==> src/rtl/mux2_arbiter_pkg.sv <==
// Shared encodings for the two-requester mux arbiter: FSM states and owner IDs.
package mux2_arbiter_pkg;

  typedef enum logic [1:0] {
    ST_IDLE  = 2'b00,
    ST_GNT_A = 2'b01,
    ST_GNT_B = 2'b10
  } state_t;

  localparam logic OWN_A = 1'b0;
  localparam logic OWN_B = 1'b1;

endpackage

==> src/rtl/mux_2_1.sv <==
// Single-bit 2:1 multiplexer: D follows B when S is high, otherwise A.
module mux_2_1 (
  input  logic A,
  input  logic B,
  input  logic S,
  output logic D
);

  assign D = S ? B : A;

endmodule

==> src/rtl/mux2_arbiter.sv <==
// Round-robin arbiter sharing one 2:1 data mux between requesters A and B.
// Optional hold-timeout preemption is built when MUX2_ARBITER_TIMEOUT_EN is defined.
module mux2_arbiter
  import mux2_arbiter_pkg::*;
#(
  parameter int WIDTH    = 1,
  parameter int MAX_HOLD = 8
) (
  input  logic             clk,
  input  logic             rst_n,
  input  logic             req_a,
  input  logic             req_b,
  input  logic [WIDTH-1:0] data_a,
  input  logic [WIDTH-1:0] data_b,
  output logic             gnt_a,
  output logic             gnt_b,
  output logic             sel,
  output logic [WIDTH-1:0] data_out,
  output logic             valid_out
);

  if (MAX_HOLD < 2) begin : g_max_hold_check
    $error("mux2_arbiter: MAX_HOLD must be 2 or more");
  end

  state_t state_reg, state_next;
  logic   last_owner_reg;
  logic   sel_reg;
  logic   gnt_a_reg, gnt_b_reg;
  logic   grant_entry;
  logic   preempt_a, preempt_b;

`ifdef MUX2_ARBITER_TIMEOUT_EN
  localparam int HOLD_W = $clog2(MAX_HOLD);
  localparam logic [HOLD_W-1:0] HOLD_LAST = HOLD_W'(MAX_HOLD - 1);

  logic [HOLD_W-1:0] hold_reg;

  // Preempt only while the other side is actually waiting.
  assign preempt_a = (hold_reg == HOLD_LAST) && req_b;
  assign preempt_b = (hold_reg == HOLD_LAST) && req_a;

  always_ff @(posedge clk) begin
    if (!rst_n) begin
      hold_reg <= '0;
    end else if (grant_entry) begin
      hold_reg <= '0;
    end else if (state_next != ST_IDLE && hold_reg != HOLD_LAST) begin
      hold_reg <= hold_reg + 1'b1;
    end
  end
`else
  assign preempt_a = 1'b0;
  assign preempt_b = 1'b0;
`endif

  always_comb begin
    state_next = state_reg;
    case (state_reg)
      ST_IDLE: begin
        if (req_a && req_b) begin
          state_next = (last_owner_reg == OWN_A) ? ST_GNT_B : ST_GNT_A;
        end else if (req_a) begin
          state_next = ST_GNT_A;
        end else if (req_b) begin
          state_next = ST_GNT_B;
        end
      end
      ST_GNT_A: begin
        if (!req_a) begin
          state_next = req_b ? ST_GNT_B : ST_IDLE;
        end else if (preempt_a) begin
          state_next = ST_GNT_B;
        end
      end
      ST_GNT_B: begin
        if (!req_b) begin
          state_next = req_a ? ST_GNT_A : ST_IDLE;
        end else if (preempt_b) begin
          state_next = ST_GNT_A;
        end
      end
      default: state_next = ST_IDLE;
    endcase
  end

  // Entry covers IDLE->grant and the direct A<->B handoff.
  assign grant_entry = (state_next != ST_IDLE) && (state_next != state_reg);

  always_ff @(posedge clk) begin
    if (!rst_n) begin
      state_reg      <= ST_IDLE;
      gnt_a_reg      <= 1'b0;
      gnt_b_reg      <= 1'b0;
      sel_reg        <= OWN_A;
      last_owner_reg <= OWN_B;
    end else begin
      state_reg <= state_next;
      gnt_a_reg <= (state_next == ST_GNT_A);
      gnt_b_reg <= (state_next == ST_GNT_B);
      if (grant_entry) begin
        last_owner_reg <= (state_next == ST_GNT_B) ? OWN_B : OWN_A;
        sel_reg        <= (state_next == ST_GNT_B) ? OWN_B : OWN_A;
      end
    end
  end

  assign gnt_a     = gnt_a_reg;
  assign gnt_b     = gnt_b_reg;
  assign sel       = sel_reg;
  assign valid_out = gnt_a_reg | gnt_b_reg;

  for (genvar gi = 0; gi < WIDTH; gi++) begin : g_mux
    mux_2_1 u_mux (
      .A(data_a[gi]),
      .B(data_b[gi]),
      .S(sel_reg),
      .D(data_out[gi])
    );
  end

endmodule

==> config.mk <==
export PLATFORM = sky130hd
export DESIGN_NAME = mux2_arbiter
export DESIGN_NICKNAME = d
export VERILOG_FILES = /design/src/rtl/mux2_arbiter_pkg.sv /design/src/rtl/mux_2_1.sv /design/src/rtl/mux2_arbiter.sv
export SDC_FILE = /design/constraint.sdc
export NUM_CORES = 1
export LEC_CHECK = 0
export ABC_AREA = 1
export CORE_AREA = 4 4 41 43
export CTS_BUF_LIST = sky130_fd_sc_hd__clkbuf_2
export CTS_CLUSTER_SIZE = 30
export DETAILED_ROUTE_END_ITERATION = 8
export DIE_AREA = 0 0 45 47
export GPL_TIMING_DRIVEN = 0
export PLACE_DENSITY = 0.46
export SYNTH_ARGS = -nofsm -noshare
export SYNTH_HDL_FRONTEND = slang
export SYNTH_HIERARCHICAL = 1
export SYNTH_SLANG_ARGS = --single-unit
==> constraint.sdc <==
create_clock -name clk -period 1 [get_ports clk]
set_input_delay 0.2 -clock clk [delete_from_list [all_inputs] [get_ports clk]]
set_output_delay 0.2 -clock clk [all_outputs]
set_load 0.01 [all_outputs]
==> impl_metrics.ini, run 1 <==
[timing]
period_minus_slack_ns = 1.072
setup_viol = 4
hold_viol = 0
fmax_mhz = 933.2
tightest_slew_ns = 0.1871
maxSlewHeadroom_pct = 87.53
fin_crit_sh_pct = 107.2
fin_setup_tns_ns = -0.1010
setup_ws_ns = -0.07163
holdWs_ns = 0.4876
drv_slew = 0
worst_clock_skew_ns = 0.009056
rsz0062_at_grt = true

[layout]
fin_util_pct = 35.58
largest_reg_flops = 2
area_delta_synth_final_pct = 72.09
diodes = 0
instances_no_fill = 68
final_area_um2 = 462.9
drive_gt1_share_pct = 50.94
nets = 61
fillers = 144

[power]
comb_power_share_pct = 27.0
power_density_nw_per_um2 = 1307
power.internal_mw = 0.4227
finalPower_mw = 0.6049
switching_share_pct = 30.12
ir_drop_mv = 0.7423
switchingPower_mw = 0.1822
power_frac_seq_pct = 46.1
clock_power_share_pct = 26.9
p_leak_nw = 0.2169

[place]
placed_cells = 62
dpl_cell_area_um2 = 387.9
place.gp.congestion = 0.7785
pre_cts_ws_ns = -0.4964
dp_hpwl_um = 481.1
port_buffers = 10

[die]
die_y_um = 47
top_level_ports = 11
rows = 13
coreArea_um2 = 1301
die_area_um2 = 2115
fp.dieW_um = 45
initial_core_util_pct = 20.67

[drt]
wl_per_cell_um = 9.912
drc = 0
drt_pass1_iterations = 3
drt_iter0_drc = 3
num_vias = 296
vias_per_cell = 4.353
wl_um = 674
drtAntennaViolNets = 0

[synth]
ys_types = 13
yosysSeqAreaShare_pct = 44.65
synth.ff_latch_count = 6
synthCells = 37
syn-num-nets = 43
yosys_warnings = 6
syn-cell-area_um2 = 269.0
syn-mean-instance-area_um2 = 7.270

[clock_tree]
clock_sinks = 6
tritoncts = done
worst_skew_pair.late_latency_ns = 0.22
clock_path_buffers = 2
h-tree-depth = 1
cts_buffers = 3
clk_pin_slew_ns = 0.06
cts-root-buf = clkbuf_2

[critical_path]
rrSetupSlack_ns = -0.01
worstReg2RegEnd = last_owner_reg$_SDFFE_PN1P_
cp-startpoint = gnt_b$_SDFF_PN0_
start_kind = flip-flop
path_max_fanout = 2
endpoint = valid_out
end_kind = output pin
worstPathArrival_ns = 0.87
r2r-start = state_reg[0]$_SDFF_PN0_
rr_worst_depth = 6
critical_path_class = flip-flop to output pin
worstPathRequired_ns = 0.80

[grt]
grt_overflow = 0
grt_max_degree = 6
grt_antenna_before_repair = 0
grt_pass1_wl_um = 1159
grt_pass1_vias = 307
grt_usage_pct = 7.765

[worst_hold_path]
min_path_type = flip-flop to flip-flop

[run]
cap_violations = 0

[status]
status = finished with violations
failed_checks = setup timing
-- critical path, cell delays in order (launching register included) --
cell and delay [ns]:
dfxtp_2 0.32, or2_4 0.22, buf_6 0.12
-- Yosys cell counts (all sizes together) --
library cell | count | area (um^2)
inv | 6 | 22.52
a21oi | 4 | 27.53
nand3 | 1 | 5.000
clkinv | 1 | 3.750
nand4 | 2 | 18.77
nand2 | 10 | 37.54
nor2 | 4 | 15.01
dfxtp | 6 | 120.1
a31oi | 2 | 12.51
or2 | 1 | 6.260
-- cell families after synthesis --
family	Yosys count	share of synthesized area, %
simple gates	18	30.70
buf+inv	7	9.766
flops	6	44.65
compound gates	6	14.88
-- how the worst min path moves through the flow --
stage / end / startpoint / cells after the start
2_1_floorplan: last_owner_reg$_SDFFE_PN1P_ / rst_n / 1
3_3_place_gp: last_owner_reg$_SDFFE_PN1P_ / last_owner_reg$_SDFFE_PN1P_ / 2
3_5_place_dp: last_owner_reg$_SDFFE_PN1P_ / last_owner_reg$_SDFFE_PN1P_ / 2
4_1_cts: last_owner_reg$_SDFFE_PN1P_ / last_owner_reg$_SDFFE_PN1P_ / 2
5_1_grt: last_owner_reg$_SDFFE_PN1P_ / rst_n / 2
6_report: last_owner_reg$_SDFFE_PN1P_ / last_owner_reg$_SDFFE_PN1P_ / 2
-- final cells by class --
cell class | instances | area [um^2] | share of cell area [%]
inverters | 7 | 30.03 | 6.486
repair buffers | 13 | 107.6 | 23.24
well taps | 15 | 18.77 | 4.054
clock buffers | 3 | 15.01 | 3.243
multi-input cells | 24 | 161.4 | 34.86
flip-flops and latches | 6 | 130.1 | 28.11
-- metal layers --
layer	track usage (%)	share of wire [%]	up-vias
li1	-	-	154
met1	7.798	40	133
met2	12.43	50	9
met3	6.513	10	0
met4	1.754	0	0
met5	0	0	-
-- power groups by stage --
| stage | Clock, mW | Sequential, mW | Combinational (mW) |
|---|---|---|---|
| floorplan | 0 | 0.281 | 0.0661 |
| finish | 0.163 | 0.279 | 0.163 |
| detailed placement | 0 | 0.279 | 0.140 |
| global route | 0.196 | 0.282 | 0.179 |
| CTS | 0.173 | 0.277 | 0.139 |
| global placement | 0 | 0.279 | 0.139 |
-- placed cells by master (no fill, tap or decap) --
cell / n
buf_2: 2
buf_4: 3
inv_4: 1
nand4_1: 1
inv_2: 2
nand4_4: 1
nand2_1: 8
dfxtp_2: 2
nor2_2: 1
dfxtp_1: 2
dlygate4sd2_1: 5
clkinv_2: 1
nand3_2: 1
a31oi_1: 2
dfxtp_4: 2
clkdlybuf4s15_1: 1
inv_1: 3
clkdlybuf4s50_1: 1
a21oi_4: 1
clkbuf_2: 3
nand2_2: 2
buf_6: 1
a21oi_2: 3
nor2_1: 3
or2_4: 1
-- repair_timing --
item,CTS,global route
resized for setup,28,10
pin swaps,6,5
hold buffers,0,0
endpoints found under the setup margin,8,8
setup buffers,2,1
Power figures use the tool's default switching activity.
==> run 2, diff against run 1 <==
--- a/config.mk
+++ b/config.mk
@@ -12,6 +12,7 @@
 export DETAILED_ROUTE_END_ITERATION = 8
 export DIE_AREA = 0 0 45 47
 export GPL_TIMING_DRIVEN = 0
+export MAX_ROUTING_LAYER = met4
 export PLACE_DENSITY = 0.46
 export SYNTH_ARGS = -nofsm -noshare
 export SYNTH_HDL_FRONTEND = slang
==> impl_metrics.ini, run 2 (synthesis gave the netlist of run 1 again) <==
[drt]
drt_iter0_drc = 3
wl_per_cell_um = 9.912
wl_um = 674
num_vias = 296
drtAntennaViolNets = 0
drt_pass1_iterations = 3
vias_per_cell = 4.353
drc = 0

[die]
fp.dieW_um = 45
die_area_um2 = 2115
coreArea_um2 = 1301
top_level_ports = 11
initial_core_util_pct = 20.67
rows = 13
die_y_um = 47

[timing]
fin_crit_sh_pct = 107.2
rsz0062_at_grt = true
fmax_mhz = 933.2
setup_viol = 4
hold_viol = 0
period_minus_slack_ns = 1.072
maxSlewHeadroom_pct = 87.53
holdWs_ns = 0.4876
setup_ws_ns = -0.07160
drv_slew = 0
fin_setup_tns_ns = -0.1011
tightest_slew_ns = 0.1871
worst_clock_skew_ns = 0.008977

[run]
cap_violations = 0

[clock_tree]
h-tree-depth = 1
worst_skew_pair.late_latency_ns = 0.22
clock_sinks = 6
clock_path_buffers = 2
cts-root-buf = clkbuf_2
tritoncts = done
cts_buffers = 3
clk_pin_slew_ns = 0.06

[grt]
grt_antenna_before_repair = 0
grt_overflow = 0
grt_usage_pct = 8.020
grt_pass1_vias = 306
grt_max_degree = 6
grt_pass1_wl_um = 1159

[critical_path]
start_kind = flip-flop
worstPathRequired_ns = 0.80
worstPathArrival_ns = 0.87
path_max_fanout = 2
rrSetupSlack_ns = -0.01
end_kind = output pin
critical_path_class = flip-flop to output pin

[power]
power_density_nw_per_um2 = 1307
ir_drop_mv = 0.7426
p_leak_nw = 0.2169
finalPower_mw = 0.6050

[worst_hold_path]
min_path_type = flip-flop to flip-flop

[layout]
drive_gt1_share_pct = 50.94
mostFrequentLayoutCell = nand2_1
final_cell_mix = nand2_1, dlygate4sd2_1
largest_reg_flops = 2
diodes = 0
instances_no_fill = 68
fillers = 144
area_delta_synth_final_pct = 72.09
nets = 61

[status]
failed_checks = setup timing
status = finished with violations

[place]
place.gp.congestion = 0.7892
placed_cells = 62
dp_hpwl_um = 481.1
port_buffers = 10
pre_cts_ws_ns = -0.4964
run 2: cell counts in the layout (fill, tap and decap cells not counted):
No cell type changed its count.
run 2: final cells by class:
type / count / area (um^2) / area share (%)
multi-input cells: 24 / 161.4 / 34.86
clock buffers: 3 / 15.01 / 3.243
inverters: 7 / 30.03 / 6.486
repair buffers: 13 / 107.6 / 23.24
flip-flops and latches: 6 / 130.1 / 28.11
well taps: 15 / 18.77 / 4.054
run 2: metrics by stage:
step	utilization, %	cell area (um^2)
3_3_place_gp	29.81	387.9
4_1_cts	31.83	414.1
6_report	35.58	462.9
5_1_grt	35.58	462.9
3_5_place_dp	29.81	387.9
2_1_floorplan	-	269.0
run 2: routing by layer:
layer	routed length (um)	vias up	track usage, %
li1	-	154	-
met1	268	133	7.798
met2	335	9	12.43
met3	70	0	6.513
met4	0	0	1.754
met5	0	-	-
run 2: power by group:
| group | internal (mW) | total (mW) | leakage, nW | switching, mW |
|---|---|---|---|---|
| registers | 0.260 | 0.279 | 0.0516 | 0.0187 |
| logic | 0.0811 | 0.163 | 0.153 | 0.0819 |
| clock network | 0.0812 | 0.163 | 0.0125 | 0.0816 |
| total | 0.423 | 0.605 | 0.217 | 0.182 |
run 2: worst paths after layout:
| check | from | end | cells after the start |
|---|---|---|---|
| min reg2reg | last_owner_reg$_SDFFE_PN1P_ | last_owner_reg$_SDFFE_PN1P_ | 2 |
| min | last_owner_reg$_SDFFE_PN1P_ | last_owner_reg$_SDFFE_PN1P_ | 2 |
| max reg2reg | state_reg[0]$_SDFF_PN0_ | last_owner_reg$_SDFFE_PN1P_ | 6 |
| max | gnt_b$_SDFF_PN0_ | valid_out | 2 |
run 2: repair_timing:
item | in CTS | in global routing
setup buffers | 2 | 1
pin swaps | 6 | 5
endpoints found under the setup margin | 8 | 8
hold buffers | 0 | 0
hold endpoints to repair | 0 | 0
resized for setup | 28 | 10
run 2: critical path: stages, from the launching register on:
cell     delay (ns)
dfxtp_2        0.32
or2_4          0.22
buf_6          0.12
